--- src/rtl/mem_access_seq_if.sv ---
// Controller- and memory-side bus of the memory access sequencer.
// The sequencer takes the slave view; whatever drives requests and models memory takes master.
interface mem_access_seq_if #(
    parameter int unsigned ADDR_W = 16,
    parameter int unsigned DATA_W = 8
);
    logic              req_valid;
    logic              req_write;
    logic              req_ready;
    logic [ADDR_W-1:0] addr_bus;
    logic [DATA_W-1:0] wr_data;
    logic [ADDR_W-1:0] mem_addr;
    logic [DATA_W-1:0] mem_wdata;
    logic              mem_rd;
    logic              mem_wr;
    logic              mem_wait;
    logic [DATA_W-1:0] mem_rdata;
    logic [DATA_W-1:0] rd_data;
    logic              done;
    logic              busy;
    logic              led_rd;
    logic              led_wr;

    modport slave (
        input  req_valid, req_write, addr_bus, wr_data, mem_wait, mem_rdata,
        output req_ready, mem_addr, mem_wdata, mem_rd, mem_wr, rd_data, done, busy,
               led_rd, led_wr
    );

    modport master (
        output req_valid, req_write, addr_bus, wr_data, mem_wait, mem_rdata,
        input  req_ready, mem_addr, mem_wdata, mem_rd, mem_wr, rd_data, done, busy,
               led_rd, led_wr
    );
endinterface

--- src/rtl/mem_access_seq.sv ---
// Paced memory cycle sequencer: latches the M1:M2 address, then runs setup, strobe and hold
// phases sized to relay settle times, returning read data with a one-cycle done pulse.
module mem_access_seq #(
    parameter int unsigned ADDR_W        = 16,
    parameter int unsigned DATA_W        = 8,
    parameter int unsigned SETTLE_CYCLES = 3,
    parameter int unsigned STROBE_CYCLES = 2,
    parameter int unsigned HOLD_CYCLES   = 1
) (
    input logic              clk,
    input logic              rst_n,
    mem_access_seq_if.slave  bus
);
    localparam bit ParamsOk = (SETTLE_CYCLES >= 1) && (SETTLE_CYCLES <= 15) &&
                              (STROBE_CYCLES >= 1) && (STROBE_CYCLES <= 15) &&
                              (HOLD_CYCLES >= 1) && (HOLD_CYCLES <= 15);

    localparam logic [3:0] SetupLoad  = 4'(SETTLE_CYCLES - 1);
    localparam logic [3:0] StrobeLoad = 4'(STROBE_CYCLES - 1);
    localparam logic [3:0] HoldLoad   = 4'(HOLD_CYCLES - 1);

    typedef enum logic [2:0] {StIdle, StSetup, StStrobe, StHold, StDone} state_e;

    state_e            state_q, state_d;
    logic [3:0]        cnt_q, cnt_d;
    logic [ADDR_W-1:0] addr_q, addr_d;
    logic [DATA_W-1:0] wdata_q, wdata_d;
    logic [DATA_W-1:0] rdata_q, rdata_d;
    logic              wr_q, wr_d;
    logic              strobe_rd, strobe_wr;

    always_ff @(posedge clk) begin
        if (!rst_n) begin
            state_q <= StIdle;
            cnt_q   <= '0;
            addr_q  <= '0;
            wdata_q <= '0;
            rdata_q <= '0;
            wr_q    <= 1'b0;
        end else begin
            state_q <= state_d;
            cnt_q   <= cnt_d;
            addr_q  <= addr_d;
            wdata_q <= wdata_d;
            rdata_q <= rdata_d;
            wr_q    <= wr_d;
        end
    end

    always_comb begin
        state_d = state_q;
        cnt_d   = cnt_q;
        addr_d  = addr_q;
        wdata_d = wdata_q;
        rdata_d = rdata_q;
        wr_d    = wr_q;
        unique case (state_q)
            StIdle: begin
                if (bus.req_valid) begin
                    state_d = StSetup;
                    cnt_d   = SetupLoad;
                    addr_d  = bus.addr_bus;
                    wdata_d = bus.wr_data;
                    wr_d    = bus.req_write;
                end
            end
            StSetup: begin
                if (cnt_q == '0) begin
                    state_d = StStrobe;
                    cnt_d   = StrobeLoad;
                end else begin
                    cnt_d = cnt_q - 4'd1;
                end
            end
            StStrobe: begin
                // mem_wait only matters once the minimum strobe length has elapsed
                if (cnt_q != '0) begin
                    cnt_d = cnt_q - 4'd1;
                end else if (!bus.mem_wait) begin
                    state_d = StHold;
                    cnt_d   = HoldLoad;
                    if (!wr_q) begin
                        rdata_d = bus.mem_rdata;
                    end
                end
            end
            StHold: begin
                if (cnt_q == '0) begin
                    state_d = StDone;
                end else begin
                    cnt_d = cnt_q - 4'd1;
                end
            end
            StDone: begin
                state_d = StIdle;
            end
            default: begin
                state_d = StIdle;
            end
        endcase
    end

    assign strobe_rd = (state_q == StStrobe) && !wr_q;
    assign strobe_wr = (state_q == StStrobe) && wr_q;

    assign bus.req_ready = (state_q == StIdle);
    assign bus.busy      = (state_q != StIdle);
    assign bus.done      = (state_q == StDone);
    assign bus.mem_rd    = strobe_rd;
    assign bus.mem_wr    = strobe_wr;
    assign bus.led_rd    = strobe_rd;
    assign bus.led_wr    = strobe_wr;
    assign bus.mem_addr  = addr_q;
    assign bus.mem_wdata = wdata_q;
    assign bus.rd_data   = rdata_q;

    always_ff @(posedge clk) begin
        cfg_check: assert (ParamsOk)
            else $error("mem_access_seq: phase cycle parameters must lie in 1..15");
    end
endmodule

--- src/flat_wrapper.sv ---
// flat-port wrapper written by rule: the top's interface ports become plain ports
module mem_access_seq_flat 
#(
    parameter int unsigned ADDR_W        = 16,
    parameter int unsigned DATA_W        = 8,
    parameter int unsigned SETTLE_CYCLES = 3,
    parameter int unsigned STROBE_CYCLES = 2,
    parameter int unsigned HOLD_CYCLES   = 1
)
  (clk, rst_n, bus_req_valid, bus_req_write, bus_addr_bus, bus_wr_data, bus_mem_wait, bus_mem_rdata, bus_req_ready, bus_mem_addr, bus_mem_wdata, bus_mem_rd, bus_mem_wr, bus_rd_data, bus_done, bus_busy, bus_led_rd, bus_led_wr);
  mem_access_seq_if #(.ADDR_W(ADDR_W), .DATA_W(DATA_W)) bus_i ();
  input logic clk;
  input logic rst_n;
  input wire logic [$bits(bus_i.req_valid)-1:0] bus_req_valid;
  input wire logic [$bits(bus_i.req_write)-1:0] bus_req_write;
  input wire logic [$bits(bus_i.addr_bus)-1:0] bus_addr_bus;
  input wire logic [$bits(bus_i.wr_data)-1:0] bus_wr_data;
  input wire logic [$bits(bus_i.mem_wait)-1:0] bus_mem_wait;
  input wire logic [$bits(bus_i.mem_rdata)-1:0] bus_mem_rdata;
  output wire logic [$bits(bus_i.req_ready)-1:0] bus_req_ready;
  output wire logic [$bits(bus_i.mem_addr)-1:0] bus_mem_addr;
  output wire logic [$bits(bus_i.mem_wdata)-1:0] bus_mem_wdata;
  output wire logic [$bits(bus_i.mem_rd)-1:0] bus_mem_rd;
  output wire logic [$bits(bus_i.mem_wr)-1:0] bus_mem_wr;
  output wire logic [$bits(bus_i.rd_data)-1:0] bus_rd_data;
  output wire logic [$bits(bus_i.done)-1:0] bus_done;
  output wire logic [$bits(bus_i.busy)-1:0] bus_busy;
  output wire logic [$bits(bus_i.led_rd)-1:0] bus_led_rd;
  output wire logic [$bits(bus_i.led_wr)-1:0] bus_led_wr;
  assign bus_i.req_valid = bus_req_valid;
  assign bus_i.req_write = bus_req_write;
  assign bus_i.addr_bus = bus_addr_bus;
  assign bus_i.wr_data = bus_wr_data;
  assign bus_i.mem_wait = bus_mem_wait;
  assign bus_i.mem_rdata = bus_mem_rdata;
  assign bus_req_ready = bus_i.req_ready;
  assign bus_mem_addr = bus_i.mem_addr;
  assign bus_mem_wdata = bus_i.mem_wdata;
  assign bus_mem_rd = bus_i.mem_rd;
  assign bus_mem_wr = bus_i.mem_wr;
  assign bus_rd_data = bus_i.rd_data;
  assign bus_done = bus_i.done;
  assign bus_busy = bus_i.busy;
  assign bus_led_rd = bus_i.led_rd;
  assign bus_led_wr = bus_i.led_wr;
  mem_access_seq #(.ADDR_W(ADDR_W), .DATA_W(DATA_W), .SETTLE_CYCLES(SETTLE_CYCLES), .STROBE_CYCLES(STROBE_CYCLES), .HOLD_CYCLES(HOLD_CYCLES)) u_core (.clk(clk), .rst_n(rst_n), .bus(bus_i));
endmodule
--- config.mk ---
export PLATFORM = sky130hd
export DESIGN_NAME = mem_access_seq_flat
export DESIGN_NICKNAME = d
export VERILOG_FILES = /design/src/rtl/mem_access_seq_if.sv /design/src/rtl/mem_access_seq.sv /design/src/flat_wrapper.sv
export SDC_FILE = /design/constraint.sdc
export NUM_CORES = 1
export LEC_CHECK = 0
export CAP_MARGIN = 30
export CORE_UTILIZATION = 46
export CTS_BUF_LIST = sky130_fd_sc_hd__clkbuf_16
export DETAILED_ROUTE_END_ITERATION = 12
export PLACE_DENSITY = 0.81
export RECOVER_POWER = 100
export SLEW_MARGIN = 20
export SYNTH_ARGS = -nofsm -noshare
export SYNTH_HDL_FRONTEND = slang
export SYNTH_SLANG_ARGS = --single-unit
--- constraint.sdc ---
create_clock -name clk -period 3.28 [get_ports clk]
set_clock_uncertainty 0.2 [all_clocks]
set_input_delay 0.656 -clock clk [delete_from_list [all_inputs] [get_ports clk]]
set_output_delay 0.656 -clock clk [all_outputs]
set_load 0.05 [all_outputs]
* Word level (Yosys, flattened, before mapping) *
Index checks and enable logic that the tools add are counted.

storage, ports and cells
  output and inout port bits = 39
  memories kept = 0
  flip-flop bits (word level) = 40
  RAM bits = 0
  bits in read-only memories = 0
  logic and storage cells = 45
  latch bits = 0
  input port bits = 37

operators by class
  mux-type cells = 12
  add/sub/neg operators = 1
  reductions and logical operators = 12
  $mul = 0
  magnitude comparators = 0
  shift operators = 0
  eq/ne operators = 11
  bitwise logic cells = 3
  div/mod/pow operators = 0

operators by type and width
  operator                                                                  count
  4-bit 2-to-1 mux                                                          5
  4-bit case mux with 4 select lines                                        1
  3-bit 2-to-1 mux                                                          5
  3-bit case mux with 4 select lines                                        1
  2-bit inequality test (second input constant)                             4
  4-bit AND reduction                                                       2
  4-bit nonzero test                                                        2
  3-bit by 2-bit == test with 1-bit output (second input constant)          2
  5-bit AND reduction                                                       1
  4-bit zero test                                                           1
  2-bit by 1-bit inequality test with 1-bit output (second input constant)  2
  4-bit by 1-bit subtractor with 4-bit output (second input constant)       1
  3-bit by 1-bit == test with 1-bit output (second input constant)          1
  3-bit == test (second input constant)                                     1
  3-bit zero test                                                           1
  3-bit by 2-bit inequality test with 1-bit output (second input constant)  1
  1-bit NOT                                                                 3
  3-bit nonzero test                                                        1
  1-bit logical AND                                                         2
  2-bit AND reduction                                                       1
  1-bit zero test                                                           1

* Longest topological paths before layout *
  depth in word-level cells = 3
  mapped depth = 7
  depth with buffers taken out = 6

* Least setup slack after synthesis *
No wires, ideal clock.

  path type = register to output
  from = register u_core.state_q[2]
  to = output bus_mem_rd
  path buffers = 2
  slack = 968 ps
  arrival time = 1456 ps
  data required time = 2424 ps
  stages on the path, launching flop included = 4
  path through = dfxtp_1 -> buf_6 -> nor4b_4 -> buf_4

between the ends
  word-level cells in the longest chain between the ends = 2

RTL lines
  element                                   line                   RTL
  start: declaration                        mem_access_seq.sv:24   state_e state_q, state_d;
  start signal: assignment                  mem_access_seq.sv:34   state_q <= StIdle;
  start signal: assignment                  mem_access_seq.sv:41   state_q <= state_d;
  3-bit by 2-bit == test with 1-bit output  mem_access_seq.sv:103  assign strobe_rd = (state_q == StStrobe) && !wr_q;
  1-bit logical AND                         mem_access_seq.sv:103
  end: declaration                          flat_wrapper.sv:23     output wire logic [$bits(bus_i.mem_rd)-1:0] bus_mem_rd;

Every way passes these cells.

* Final worst setup path *
  from = register u_core.state_q[1]
  to = output bus_mem_rd

Same word-level chain as after synthesis.

==> results.md <==
* Remaining global-route overflow at 0
* Total Nets Final at 300
* Total standard cell area after synthesis at 1898 um2
* Hold wc startpoint: u_core.bus.mem_wdata[5]
* Worst supply voltage drop on vdd at 493.3 uV
* Inserted Clock Buffers at 5
* Starting Density at 49.97%
* Summed negative setup slack over all endpoints at 0 ps
* Ratio of total power to cell area at 786.4 nW/um2
* Leading cell type in the layout, fill and taps excluded: nand2_1
* Clock transition time at the flip-flop clock pins of the worst setup and hold paths at 50 ps
* Least-Margin Pin Slew at 855.4 ps
* Reg-to-Reg End: u_core.bus.mem_wdata[4]
* Clock buffer depth at 2
* Gates resized, CTS repair at 0
* HPWL after detailed placement at 2746 um
* Number of standard cells in the layout, taps in and fillers out at 309
* Worst reg-to-reg path cell count at 4
* Post-detailed-route count of antenna-violating nets at 0
* Number of buffers added for setup after CTS at 0
* Post-layout minimum cycle time at 2939 ps
* Endpoint, Worst Hold: u_core.bus.mem_wdata[5]
* Final Slew Violations at 0
* GRT Total Usage at 19.70%
* Cell variety after synth at 41
* Data arrival time of the worst path at 2080 ps
* Final design area excluding fillers at 2641 um2
* Required time of the worst setup path at 2420 ps
* Detailed-route wire length per cell at 12.70 um
* Run status: complete, no violations
* Total Die Area at 4387 um2
* Count of placed standard cells including taps at 302
* Setup violation total in the final timing report at 0
* Register bit count reported by yosys at 40
* Sequential element share of the synthesized area at 42.19%
* First-pass GRT wire length at 6479 um
* Count of synthesis-stage warnings from yosys at 0
* Largest fanout on the critical path at 12
* Instance count along the most critical hold path at 2
* Share of layout cells above drive strength 1 at 8.429%
* Area growth, synth to finish at 39.16%
* Detailed-route wire length at 3923 um
* Vias in the first global route at 1485
* Worst Setup Start Kind: flop
* Post-cts hold buffer count at 0
* Vertical extent of the die at 66.24 um
* Mean post-synth cell area at 9.835 um2
* Commonest cells after routing, fill and taps aside: nand2_1, dlygate4sd3_1, dfxtp_1
* Count of unresolved DRC violations after routing at 0
* Detailed-route via count at 1534
* Prevailing post-synth register cell: dfxtp_1
* Clock tree from TritonCTS: built
* Placement row count at 22
* Critical setup path kind: reg -> out
* P_leak at 1.127 nW
* Number of buffers added on ports at 75
* Maximum level of the CTS H-tree at 2
* Asr flop ratio synth at 0%
* I/O pins at 76
* Number of failing hold endpoints at the final stage at 0
* Global placer's final weighted congestion at 0.8007
* Placeable core region at 3799 um2
* Type of the tightest min-delay check: reg -> reg
* Number of violations of the max-capacitance limit at 0
* Root Buffer: clkbuf_16
* Final hold slack at 256.5 ps
* R2R setup slack at 1260 ps
* Endpoint class of the critical path: primary output
* Timing-limited maximum frequency at 0.3403 GHz
* Overall power consumption at 2.077 mW
* Worst-skew pair later-pin latency at 270 ps
* Largest net degree at the start of global routing at 39
* Synthesized instance count at 193
* Nets in the synthesized netlist at 232
* Number of antenna cells inserted at 0
* Worst Setup SP: u_core.state_q[1]
* Horizontal extent of the die at 66.24 um
* Total cell area at the placement stage at 2586 um2
* Final Cycle Share at 89.59%
* # clock sinks at 40
* Startpoint of the most critical register-to-register path: u_core.state_q[0]
* Post-detailed-route via-to-cell ratio at 4.964
* Slew margin rel. at 42.83%
* Number of antenna violations at the first check in global routing at 0
* Number of enable-type register cells in the synthesized netlist at 0
* Unrepaired setup endpoints after global routing: no
* Detailed Route Iter0 Violations at 77
* Drt pass-1 iters at 4
-- power by group --
group,switching [mW],internal [mW]
combinational,0.612,0.355
clock,0.169,0.273
sequential,0.0872,0.581
total,0.869,1.21
-- cell type report --
class / instances / area [um2]
timing repair buffer: 76 / 758.2
sequential: 40 / 800.8
inverter: 3 / 11.26
fill: 339 / 1157
clock inverter: 2 / 8.758
multi-input combinational: 135 / 877.1
tap: 48 / 60.06
clock buffer: 5 / 125.1
-- registers in the layout (all words and copies together) (netlist names) --
signal,cells
u_core.state_q,3
u_core.bus.rd_data,8
u_core.bus.mem_addr,16
u_core.cnt_q,4
u_core.bus.mem_wdata,8
u_core.wr_q,1
-- per-layer routing --
metal / up-vias / global-route usage, % / part of all wire (%)
met4: 0 / 7.181 / 1.6
met1: 689 / 22.63 / 43
met3: 5 / 5.690 / 6.9
met5: - / 0 / 0
li1: 782 / - / -
met2: 58 / 34.31 / 48
-- kinds of logic after synthesis --
family / after synthesis / synth area share, %
AO/OA/AOI/OAI: 34 / 17.20
buffers and inverters: 18 / 7.448
multiplexers: 10 / 5.340
AND/OR/NAND/NOR: 88 / 26.04
XOR/XNOR: 1 / 0.4615
flip-flops: 40 / 42.19
adder cells (fa/ha/maj): 2 / 1.318
-- worst max path at each step --
| stage | endpoint | slack, ps | cells after the start |
|---|---|---|---|
| 2_1_floorplan | bus_mem_rd | 970 | 3 |
| 3_3_place_gp | bus_mem_rd | 670 | 2 |
| 4_1_cts | bus_mem_rd | 350 | 2 |
| 6_report | bus_mem_rd | 340 | 2 |
| 3_5_place_dp | bus_mem_rd | 650 | 2 |
| 5_1_grt | bus_led_rd | 230 | 2 |
-- per-stage QoR --
step                      utilization [%]  setup slack, ps
after floorplan                         -            967.6
after global placement              68.08            669.5
after detailed placement            68.08            651.8
after CTS                           71.61            345.1
after global routing                69.53            229.9
final                               69.53            341.4
-- synth_stat cells (2+ instances only) --
master    count  share of area (%)
ha_1          2                1.3
a21boi_0      5                2.0
and4bb_2      2                1.3
nor4b_1       2               0.92
clkbuf_1      4               0.79
a21boi_2     20                 12
nor4b_4       2                2.5
mux2i_1       9                4.7
nand2_2       3               0.99
nor2b_1      10                3.3
buf_6         2                1.2
o21a_1        3                1.2
a211oi_1      2               0.79
buf_4         3                1.2
nand3_1       2               0.53
nand2_1      49                9.7
buf_12        2                2.1
dfxtp_1      40                 42
inv_1         3               0.59
nor3_1        4                1.1
nor2_1        3               0.59
buf_2         2               0.53
-- worst max-delay path: stages, from the launching register on --
cell	delay [ps]
dfxtp_1	580
nor4b_4	310
dlygate4sd3_1	910
Note: power is estimated with default switching activity, not from simulation.
